**src/rtl/bp_common_pkg.sv**
```systemverilog
`default_nettype none
// ============================================================================
//  Module      : bp_common_pkg
//  Description : Shared BlackParrot memory-engine parameters (flit counts
//                for the data command and data response channels).
//  Revision    : 1.0 - initial release
// ============================================================================
package bp_common_pkg;

    // Number of flits that make up one data response message
    localparam int bp_data_resp_num_flit_gp = 4;

    // Number of flits that make up one data command message
    localparam int bp_data_cmd_num_flit_gp  = 4;

endpackage : bp_common_pkg
`default_nettype wire

```
**src/rtl/bp_me_flit_deserializer.sv**
```systemverilog
`default_nettype none
// ============================================================================
//  Module      : bp_me_flit_deserializer
//  Description : Reassembles num_flit_p flits into one wide message. A collect
//                buffer gathers flits while a separate output register holds
//                the previous message, so streams run at one flit per cycle.
//                Framing errors (early or missing last) raise a sticky flag.
//  Revision    : 1.0 - initial release
// ============================================================================
module bp_me_flit_deserializer
    import bp_common_pkg::*;
#(
    parameter int flit_width_p = 128,
    parameter int num_flit_p   = bp_data_resp_num_flit_gp
)
(
    input  logic                               clk_i,
    input  logic                               reset_n_i,

    input  logic                               flit_v_i,
    input  logic [flit_width_p-1:0]            flit_i,
    input  logic                               flit_last_i,
    output logic                               flit_ready_o,

    output logic                               data_v_o,
    output logic [num_flit_p*flit_width_p-1:0] data_o,
    input  logic                               data_yumi_i,

    output logic                               err_o,
    input  logic                               err_clr_i
);

    localparam int                 CNT_W    = (num_flit_p > 1) ? $clog2(num_flit_p) : 1;
    localparam int                 MSG_W    = num_flit_p * flit_width_p;
    localparam logic [CNT_W-1:0]   LAST_CNT = CNT_W'(num_flit_p - 1);

    logic [CNT_W-1:0] cnt_q, cnt_d;
    logic             data_v_q, data_v_d;
    logic             err_q, err_d;
    logic [MSG_W-1:0] collect_q, collect_d;
    logic [MSG_W-1:0] data_q, data_d;

    logic w_at_last;
    logic w_ready;
    logic w_accept;
    logic w_complete;
    logic w_frame_err;

    // The final slot can only be filled when the output register is free or
    // being drained this cycle; ready is held low throughout reset.
    assign w_at_last   = (cnt_q == LAST_CNT);
    assign w_ready     = reset_n_i & (~w_at_last | ~data_v_q | data_yumi_i);
    assign w_accept    = flit_v_i & w_ready;
    assign w_complete  = w_accept & w_at_last & flit_last_i;
    assign w_frame_err = w_accept & (w_at_last ^ flit_last_i);

    assign flit_ready_o = w_ready;
    assign data_v_o     = data_v_q;
    assign data_o       = data_q;
    assign err_o        = err_q;

    // Write the accepted flit into its slot; the completed message is taken
    // from collect_d so the final flit reaches the output on the same edge.
    always_comb begin
        collect_d = collect_q;
        for (int k = 0; k < num_flit_p; k++) begin
            if (w_accept && (cnt_q == CNT_W'(k))) begin
                collect_d[k*flit_width_p +: flit_width_p] = flit_i;
            end
        end
    end

    // Next-state for counter, valid, error flag and output payload.
    always_comb begin
        cnt_d    = cnt_q;
        data_v_d = data_v_q;
        err_d    = err_q;
        data_d   = data_q;

        if (w_accept) begin
            // Any last flag or the final slot ends the frame, good or bad
            if (w_at_last || flit_last_i) begin
                cnt_d = '0;
            end else begin
                cnt_d = cnt_q + CNT_W'(1);
            end
        end

        if (w_complete) begin
            data_v_d = 1'b1;
            data_d   = collect_d;
        end else if (data_yumi_i) begin
            data_v_d = 1'b0;
        end

        // A new error wins over a simultaneous clear
        if (w_frame_err) begin
            err_d = 1'b1;
        end else if (err_clr_i) begin
            err_d = 1'b0;
        end
    end

    // Control state with asynchronous reset; partial messages are dropped.
    always_ff @(posedge clk_i or negedge reset_n_i) begin
        if (!reset_n_i) begin
            cnt_q    <= '0;
            data_v_q <= 1'b0;
            err_q    <= 1'b0;
        end else begin
            cnt_q    <= cnt_d;
            data_v_q <= data_v_d;
            err_q    <= err_d;
        end
    end

    // Payload registers carry no reset; validity is tracked by the control state.
    always_ff @(posedge clk_i) begin
        collect_q <= collect_d;
        data_q    <= data_d;
    end

endmodule : bp_me_flit_deserializer
`default_nettype wire

```
**config.mk**
```make
export PLATFORM = sky130hd
export DESIGN_NAME = bp_me_flit_deserializer
export DESIGN_NICKNAME = d
export VERILOG_FILES = /design/src/rtl/bp_common_pkg.sv /design/src/rtl/bp_me_flit_deserializer.sv
export SDC_FILE = /design/constraint.sdc
export NUM_CORES = 1
export LEC_CHECK = 0
export BUFFER_PORTS_ARGS = -buffer_cell sky130_fd_sc_hd__buf_4
export CORE_MARGIN = 1.5
export CORE_UTILIZATION = 49
export CTS_CLUSTER_DIAMETER = 120
export CTS_CLUSTER_SIZE = 10
export DETAILED_ROUTE_END_ITERATION = 7
export HOLD_SLACK_MARGIN = 0.12
export PLACE_DENSITY = 0.86
export SYNTH_ARGS = -nofsm -noshare
export SYNTH_HDL_FRONTEND = slang
export SYNTH_SLANG_ARGS = --single-unit
```
**constraint.sdc**
```tcl
create_clock -name clk_i -period 21.6 [get_ports clk_i]
set_clock_uncertainty 0.2 [all_clocks]
set_input_delay 1.08 -clock clk_i [delete_from_list [all_inputs] [get_ports clk_i]]
set_output_delay 1.08 -clock clk_i [all_outputs]
set_load 0.02 [all_outputs]
```
==> run_results.csv <==
group,metric,value,unit
floorplan,core,67600,um^2
power,peakVddDrop,96.2,uV
placement,gp_congestion,0.836,
placement,portBuffers,648,
cts,cts_hold_buf,1,
final_layout,area_growth,25.4,%
timing,setup_violations,0,
synthesis,netlist.top_cell.by_area,"edfxtp_1",
final_layout,n_fill_cell,4368,
route,drc,0,
floorplan,die_w,265,um
cts,cts_tree,"done",
power,p_comb_frac,0.180,
synthesis,yosysWarningCount,0,
synthesis,ys_top_cells_by_area,"edfxtp_1 46%, dfxtp_1 30%, mux2_4 13%",
power,seqPwrFrac,0.514,
critical_path,crit_arrival,6590,ps
synthesis,ys_ff_latch,1028,
final_layout,drive_gt1_frac,0.515,
synthesis,async_reset_ff_frac,0.00389,
timing,rsz0062_at_grt,"no",
cts,cts-resized-gates,0,
min_path,min_path_type,"flop to flop",
global_routing,grt-ovfl-total,0,
timing,setup-tns-final,0,ps
final_layout,nets,2485,
route,route.antenna.remaining_nets,0,
synthesis,syn_area,33700,um^2
route,vias_per_cell,5.03,
floorplan,row_count,95,
critical_path,worst_r2r_path_depth,8,
power,power_density,133,nW/um^2
timing,worstMarginPinSlew,1120,ps
critical_path,cp_cell_sequence,"dlygate4sd3_1 -> buf_4 -> nand4_1 -> buf_12 -> nor2_4 -> buf_4 -> buf_4 -> buf_4 -> buf_4",
route,first_iter_violations,1063,
synthesis,avgSynthCellArea,20.8,um^2
critical_path,end_kind,"flop",
power,intPower,4.31,mW
power,leakagePower,16.9,nW
critical_path,required,21660,ps
power,switching_share,0.231,
critical_path,crit_path_top_delay_cell,"buf_4",
synthesis,ys_types,23,
power,p_sw,1.29,mW
global_routing,antenna_found_initial,2,
final_layout,final_cell_mix,"664 x buf_4, 512 x dfxtp_1, 512 x edfxtp_1, 300 x mux2_4, 162 x mux2_2",
floorplan,ios,649,
critical_path,critPathMaxStageDelay,910,ps
final_layout,fin_util,0.625,
min_path,holdPathStages,1,
global_routing,grt_max_degree,131,
floorplan,die_area,70300,um^2
cts,cts_max_path_buffers,3,
cts,cts_buffers,112,
synthesis,synthFlopType,"edfxtp_1",
timing,post-route-min-period,6530,ps
placement,dpl-instance-area,39000,um^2
job,maxCapViolations,0,
final_layout,design_area,42300,um^2
synthesis,synth_nets,1761,
synthesis,syn_inst,1622,
global_routing,grt_pass1_wl,112000,um
critical_path,cp_common_cell,"buf_4",
timing,slew_headroom,0.255,
cts,post_cts_buffers,0,
timing,min_period_over_period,0.302,
status,status,"completed",
cts,htree_num_levels,3,
synthesis,yosysTopAreaCellShare,0.456,
route,wl,75200,um
floorplan,start_util,0.498,
critical_path,crit_type,"input pin to flop",
timing,hold_violations,0,
cts,cts-root-buf,"clkbuf_16",
global_routing,grt.total_usage,0.209,
final_layout,layout_commonest_cell,"buf_4",
power,p_clk_frac,0.306,
critical_path,worst-path-max-fanout,130,
synthesis,synth_seq_area_share,0.764,
timing,max_freq,153,MHz
route,num_vias,16600,
synthesis,synth_edf_count,512,
cts,clk-insertion-delay-late,660,ps
timing,final_max_slew_viol_count,0,
global_routing,grt_pass1_vias,18300,
critical_path,startpoint_type,"input pin",
cts,clk_pin_slew,60,ps
floorplan,die_y,265,um
cts,cts.sinks,1028,
route,wire_per_inst,22.7,um
placement,hpwl,47800,um
route,dr.pass1.iters,5,
-- worst paths after layout --
check	startpoint	to	slack [ps]
setup / recovery	reset_n_i	data_o[41]$_DFFE_PP_	15070
hold / removal	collect_q[121]$_DFF_P_	collect_q[121]$_DFF_P_	260
setup reg to reg	cnt_q[0]$_DFFE_PN0P_	data_o[41]$_DFFE_PP_	15600
hold reg to reg	collect_q[121]$_DFF_P_	collect_q[121]$_DFF_P_	260
max in group asynchronous	reset_n_i	cnt_q[0]$_DFFE_PN0P_	20480
min in group asynchronous	reset_n_i	data_v_o$_DFFE_PN0P_	600
-- power by group through the flow --
stage               Combinational [mW]  Clock (mW)  Sequential [mW]
floorplan                        0.784           0             2.88
global placement                 0.916           0             2.87
detailed placement               0.991           0             2.90
CTS                               1.01        1.75             2.88
global route                      1.08        1.83             2.92
finish                            1.01        1.71             2.88
-- worst max-delay path: cells and delay by family --
kind | cells | cell delay [ps]
and+or+nand+nor | 2 | 620
buffers and inverters | 7 | 4630
-- per-stage QoR --
step	worst slack (ps)	power [mW]	hold slack [ps]	instances
final	15070	5.60	257	3308
after global routing	14740	5.82	274	3306
after CTS	15140	5.64	258	3305
after detailed placement	14950	3.89	243	3104
after global placement	15090	3.78	235	3104
after floorplan	5870	3.66	229	1622
-- cells by family after synthesis --
family                   after synthesis  synth area share
AO/OA/AOI/OAI                          2          0.000409
adder cells (fa/ha/maj)                5           0.00186
buffers and inverters                 61            0.0254
flip-flops                          1028             0.764
multiplexers                         514             0.205
AND/OR/NAND/NOR                       12           0.00345
-- synthesized netlist by cell type (all sizes together), types with 2 or more instances --
cell type,n
dfrtp,4
buf,56
nor2,2
mux2i,2
inv,5
mux2,512
edfxtp,512
dfxtp,512
nor3b,3
nand2,3
ha,5
-- flip-flops by register name, summed over array words and instances (netlist names) --
name / count
collect_q: 512
data_o: 512
cnt_q: 2
data_v_o: 1
err_o: 1
-- area by class of cell --
| class | instances | area, um^2 | share of cell area |
|---|---|---|---|
| inverter | 5 | 18.8 | 0.000444 |
| timing repair buffer | 666 | 5010 | 0.119 |
| tap | 873 | 1090 | 0.0258 |
| antenna | 3 | 7.51 | 0.000178 |
| sequential | 1028 | 25700 | 0.609 |
| clock inverter | 5 | 129 | 0.00305 |
| clock buffer | 195 | 3160 | 0.0747 |
| multi-input combinational | 533 | 7110 | 0.168 |
-- layer usage --
metal / track usage / part of all wire / vias up / wire length [um]
met5: 0 / 0 / - / 0
met4: 0.109 / 0.048 / 0 / 3610
met3: 0.0598 / 0.072 / 187 / 5410
met2: 0.362 / 0.51 / 652 / 38100
met1: 0.234 / 0.37 / 8376 / 28100
li1: - / - / 7430 / -
(Power assumes the default switching activity.)
